<file path="src/rtl/greycode_pkg.sv">
// rtl/greycode_pkg.sv - shared Gray/binary helpers and sample classification for greycode_decoder
package greycode_pkg;

  localparam int GREY_MAX_W = 64;

  typedef enum logic [1:0] {
    SYNC = 2'd0,
    HOLD = 2'd1,
    STEP = 2'd2,
    ERR  = 2'd3
  } greydec_cls_e;

  // Zero-extended inputs convert correctly at any width up to GREY_MAX_W:
  // leading zero Gray bits leave the prefix XOR untouched.
  function automatic logic [GREY_MAX_W-1:0] grey2bin(input logic [GREY_MAX_W-1:0] g);
    logic [GREY_MAX_W-1:0] b;
    b[GREY_MAX_W-1] = g[GREY_MAX_W-1];
    for (int i = GREY_MAX_W - 2; i >= 0; i--) begin
      b[i] = b[i+1] ^ g[i];
    end
    return b;
  endfunction

  function automatic logic [GREY_MAX_W-1:0] bin2grey(input logic [GREY_MAX_W-1:0] b);
    return b ^ (b >> 1);
  endfunction

endpackage

</file>
<file path="src/rtl/grey2bin_conv.sv">
// rtl/grey2bin_conv.sv - combinational prefix-XOR Gray-to-binary converter
module grey2bin_conv #(
  parameter int WIDTH = 8
) (
  input  logic [WIDTH-1:0] i_grey,
  output logic [WIDTH-1:0] o_bin
);

  logic [WIDTH-1:0] w_bin;

  always_comb begin
    w_bin            = '0;
    w_bin[WIDTH-1]   = i_grey[WIDTH-1];
    for (int i = WIDTH - 2; i >= 0; i--) begin
      w_bin[i] = w_bin[i+1] ^ i_grey[i];
    end
  end

  assign o_bin = w_bin;

endmodule

</file>
<file path="src/rtl/greycode_decoder.sv">
// rtl/greycode_decoder.sv - Gray count receiver: 2-stage convert and trajectory check
// Optional saturating error counter built when GREYDEC_ERR_CNT_EN is defined.
module greycode_decoder
  import greycode_pkg::*;
#(
  parameter int WIDTH     = 8,
  parameter int ERR_CNT_W = 8
) (
  input  logic                 clk,
  input  logic                 rst,
  input  logic                 grey_valid,
  input  logic [WIDTH-1:0]     grey_in,
  input  logic                 err_clr,
  output logic                 out_valid,
  output logic [WIDTH-1:0]     bin_count,
  output logic                 step,
  output logic                 hold,
  output logic                 err,
  output logic                 synced,
  output logic                 err_sticky,
  output logic [ERR_CNT_W-1:0] err_count
);

  logic             r_s1_valid;
  logic [WIDTH-1:0] r_s1_grey;
  // The reference is always the last accepted binary, which is exactly what
  // bin_count shows, so one register serves both.
  logic [WIDTH-1:0] r_ref;
  logic             r_synced;
  logic             r_out_valid;
  logic             r_step;
  logic             r_hold;
  logic             r_err;
  logic             r_err_sticky;

  logic [WIDTH-1:0] w_bin;
  greydec_cls_e     w_cls;
  logic             w_err_now;

  grey2bin_conv #(.WIDTH(WIDTH)) u_conv (
    .i_grey (r_s1_grey),
    .o_bin  (w_bin)
  );

  always_comb begin
    w_cls = SYNC;
    if (r_synced) begin
      if (w_bin == r_ref) begin
        w_cls = HOLD;
      end else if (w_bin == r_ref + WIDTH'(1)) begin
        w_cls = STEP;
      end else begin
        w_cls = ERR;
      end
    end
  end

  assign w_err_now = r_s1_valid && (w_cls == ERR);

  always_ff @(posedge clk) begin
    if (rst) begin
      r_s1_valid   <= 1'b0;
      r_s1_grey    <= '0;
      r_ref        <= '0;
      r_synced     <= 1'b0;
      r_out_valid  <= 1'b0;
      r_step       <= 1'b0;
      r_hold       <= 1'b0;
      r_err        <= 1'b0;
      r_err_sticky <= 1'b0;
    end else begin
      r_s1_valid <= grey_valid;
      if (grey_valid) begin
        r_s1_grey <= grey_in;
      end
      r_out_valid <= r_s1_valid;
      r_step      <= r_s1_valid && (w_cls == STEP);
      r_hold      <= r_s1_valid && (w_cls == HOLD);
      r_err       <= w_err_now;
      // Every sample, erroring or not, becomes the new reference.
      if (r_s1_valid) begin
        r_ref    <= w_bin;
        r_synced <= 1'b1;
      end
      if (w_err_now) begin
        r_err_sticky <= 1'b1;
      end else if (err_clr) begin
        r_err_sticky <= 1'b0;
      end
    end
  end

`ifdef GREYDEC_ERR_CNT_EN
  logic [ERR_CNT_W-1:0] r_err_cnt;

  always_ff @(posedge clk) begin
    if (rst) begin
      r_err_cnt <= '0;
    end else if (w_err_now) begin
      if (err_clr) begin
        r_err_cnt <= ERR_CNT_W'(1);
      end else if (r_err_cnt != {ERR_CNT_W{1'b1}}) begin
        r_err_cnt <= r_err_cnt + ERR_CNT_W'(1);
      end
    end else if (err_clr) begin
      r_err_cnt <= '0;
    end
  end

  assign err_count = r_err_cnt;
`else
  assign err_count = '0;
`endif

  assign out_valid  = r_out_valid;
  assign bin_count  = r_ref;
  assign step       = r_step;
  assign hold       = r_hold;
  assign err        = r_err;
  assign synced     = r_synced;
  assign err_sticky = r_err_sticky;

endmodule

</file>
<file path="config.mk">
export PLATFORM = sky130hd
export DESIGN_NAME = greycode_decoder
export DESIGN_NICKNAME = d
export VERILOG_FILES = /design/src/rtl/greycode_pkg.sv /design/src/rtl/grey2bin_conv.sv /design/src/rtl/greycode_decoder.sv
export SDC_FILE = /design/constraint.sdc
export NUM_CORES = 1
export LEC_CHECK = 0
export CAP_MARGIN = 20
export CORE_MARGIN = 2
export CORE_UTILIZATION = 53
export DETAILED_ROUTE_END_ITERATION = 6
export GPL_ROUTABILITY_DRIVEN = 1
export PLACE_DENSITY = 0.88
export SYNTH_ARGS = -nofsm -noshare
export SYNTH_HDL_FRONTEND = slang
export SYNTH_SLANG_ARGS = --single-unit
</file>
<file path="constraint.sdc">
create_clock -name clk -period 6.1 [get_ports clk]
set_input_delay 0.61 -clock clk [delete_from_list [all_inputs] [get_ports clk]]
set_output_delay 0.61 -clock clk [all_outputs]
set_load 0.005 [all_outputs]
</file>
==> impl_metrics.yaml <==
grt:
  first_global_vias: 1071
  grt_pass1_wl_microns: 5070
  grt.total_usage_pct: 20.7
  overflow: 0
  grt_max_degree: 21
  antenna_found_initial: 0
power:
  power_density_mw_per_mm2: 221
  clockPowerShare_pct: 20.5
  power.leakage_uw: 0.000665
  combPwrFrac_pct: 30.9
  p_seq_share_pct: 48.6
  p_int_uw: 238
  p_sw_share_pct: 34.2
  p_sw_uw: 124
  power_uw: 362
  peakVddDrop_mv: 0.191
synth:
  synth_top_area_cell: "dfxtp_1"
  netlist_area_sq_mm: 0.00140
  yosysUniqueCellTypes: 40
  syn_inst: 161
  yosys_warnings: 0
  ys_ff_latch: 23
  ys_top_cells_by_area: "dfxtp_1 33%, mux2i_1 8.6%, nor2_1 8.1%, xor2_1 6.3%, buf_4 5.4%"
  seq_area_frac_synth_pct: 32.9
  synth_top_area_share_pct: 32.9
  avgSynthCellArea_sq_um: 8.69
cells_and_area:
  fillerInstances: 200
  final_nets: 193
  design_area_sq_mm: 0.00164
  area_delta_synth_final_pct: 16.9
  finalNonFillerCells: 209
  layout_common_cells: "30 x nor2_1, 25 x clkdlybuf4s50_1, 23 x dfxtp_1"
  layout_commonest_cell: "nor2_1"
  drive_gt1_share_pct: 6.70
  antenna_cells: 0
setup_path:
  crit_top_cell: "xor2_2"
  crit_type: "reg -> reg"
  max_stage_delay_ns: 0.56
  cp-end-kind: "flop"
  crit_arrival_ns: 2.92
  cp-start-kind: "flop"
  path_delay_family: "XOR/XNOR gates"
  critPathBufInv: 0
  crit_cells: 7
  crit_fanout: 9
  r2r_cells: 7
  cp_slowest_cell: "dfxtp_1"
  path_cells: "xor3_2, xnor3_2, xor2_2, xor2_2, or2_1, a211o_1, a32o_1"
  worstPathRequired_ns: 6.33
floorplanning:
  fp.dieArea_sq_mm: 0.00307
  ios: 34
  coreArea_sq_mm: 0.00250
  row_count: 18
  die_h_microns: 55.4
  start_util_pct: 56.0
  die_x_microns: 55.4
placement:
  place_congestion: 0.902
  dpl.hpwl_microns: 2250
  dpl_cell_area_sq_mm: 0.00161
  io_buffers: 25
  dp.cells: 205
sta:
  period_needed_ns: 2.69
  final.setup.tns_ns: 0
  slew-limit-headroom_pct: 51.1
  tightest_slew_ns: 0.732
  drv_slew: 0
  grt_setup_unrepaired: "false"
  hold_violations: 0
  finalSetupViolCount: 0
  fin_skew_ns: 0.00992
  max_freq_mhz: 372
  fin_crit_sh_pct: 44.1
cts:
  worst_skew_pair.late_latency_ns: 0.33
  hold_buffers: 0
  cts.sinks: 23
  cts_tree: "yes"
  cts-resized-gates: 0
  cts_made_buffers: 3
  ctsHtreeMaxLevel: 1
  cts_root_buf: "clkbuf_4"
  cts_setup_buffers: 0
  cts.path.max_buffers: 2
  clk_pin_slew_ns: 0.14
drt:
  via_per_inst: 5.61
  vias: 1173
  wl_microns: 3070
  drc_errors: 0
  drtIter0Drc: 33
  ant_nets: 0
  drtPass1Iterations: 4
  wire_per_inst_microns: 14.7
min_path:
  holdPathStages: 1
  hp-class: "reg -> reg"
flow_run:
  maxCapViolations: 0
status:
  status: "finished, final reports clean"
==> final timing paths <==
check	slack [ns]	from	to
worst min-delay path	0.51	err_sticky$_SDFFE_PP0P_	err_sticky$_SDFFE_PP0P_
worst max register to register	3.41	r_s1_grey[6]$_SDFFE_PP0P_	err_sticky$_SDFFE_PP0P_
worst max-delay path	3.41	r_s1_grey[6]$_SDFFE_PP0P_	err_sticky$_SDFFE_PP0P_
worst min register to register	0.51	err_sticky$_SDFFE_PP0P_	err_sticky$_SDFFE_PP0P_
==> cells by family after synthesis <==
| kind of cell | count (synthesis) | synth area share, % |
|---|---|---|
| AND/OR/NAND/NOR | 60 | 20.2 |
| flip-flops | 23 | 32.9 |
| adder cells (fa/ha/maj) | 1 | 0.894 |
| buffers and inverters | 20 | 8.05 |
| other | 1 | 0.268 |
| AO/OA/AOI/OAI | 23 | 11.5 |
| multiplexers | 14 | 11.0 |
| XOR/XNOR | 19 | 15.2 |
==> synth_stat cells <==
cell type	n
nand2b_1	2
clkbuf_1	6
inv_1	2
nor2_1	30
nand3b_1	2
and2_1	4
xnor3_2	1
mux2i_1	12
xor2_1	10
nand3_1	3
xor3_2	1
dfxtp_1	23
a21boi_0	1
a31oi_1	3
and3b_2	1
or3_1	1
nand2_1	7
and3_2	1
nor2b_1	3
conb_1	1
or2_1	1
nor3_1	3
o21ai_0	2
o2111ai_1	3
xor2_2	2
ha_1	1
a32o_1	1
o22ai_1	1
a211oi_1	5
xnor2_1	5
mux2_2	1
a211o_1	1
buf_1	2
a21oi_1	4
o21bai_1	1
mux4_2	1
and3_1	1
o31ai_1	1
buf_4	10
nor4_1	1
==> worst reg2reg max path, cell delays in order (launching register included) <==
cell,delay [ns]
dfxtp_1,0.56
xor3_2,0.45
xnor3_2,0.38
xor2_2,0.27
xor2_2,0.14
or2_1,0.24
a211o_1,0.28
a32o_1,0.26
==> layout make-up <==
class	instances	area, sq um	area share, %
clock inverter	1	5.00	0.306
inverter	2	7.51	0.459
timing repair buffer	25	250	15.3
tap	30	37.5	2.30
sequential	23	460	28.2
clock buffer	3	22.5	1.38
multi-input combinational	125	852	52.1
==> state kept, by name, summed over array words and instances (netlist names) <==
| name | cells |
|---|---|
| bin_count | 8 |
| err | 1 |
| err_sticky | 1 |
| hold | 1 |
| out_valid | 1 |
| r_s1_grey | 8 |
| r_s1_valid | 1 |
| step | 1 |
| synced | 1 |
==> power groups by stage <==
stage / Combinational (uW) / Sequential, uW / Clock (uW)
floorplan: 88.3 / 170 / 0
global placement: 104 / 178 / 0
detailed placement: 109 / 179 / 0
CTS: 111 / 175 / 74.5
global route: 123 / 178 / 80.5
finish: 112 / 176 / 74.3
==> per-stage QoR <==
stage               hold WS [ns]  worst slack [ns]  utilization (%)
finish                     0.507              3.41             65.4
global route               0.528              3.29             65.4
CTS                        0.508              3.44             65.4
detailed placement         0.476              3.49             64.3
global placement           0.458              3.59             64.3
floorplan                  0.466              3.71                -
==> metal layers <==
| layer | vias up | part of all wire [%] | global-route usage [%] |
|---|---|---|---|
| met1 | 559 | 41 | 26.6 |
| met4 | 0 | 1.3 | 6.97 |
| li1 | 572 | - | - |
| met2 | 37 | 52 | 35.0 |
| met3 | 5 | 5.0 | 3.28 |
| met5 | - | 0 | 0 |
Note: power is estimated with default switching activity, not from simulation.
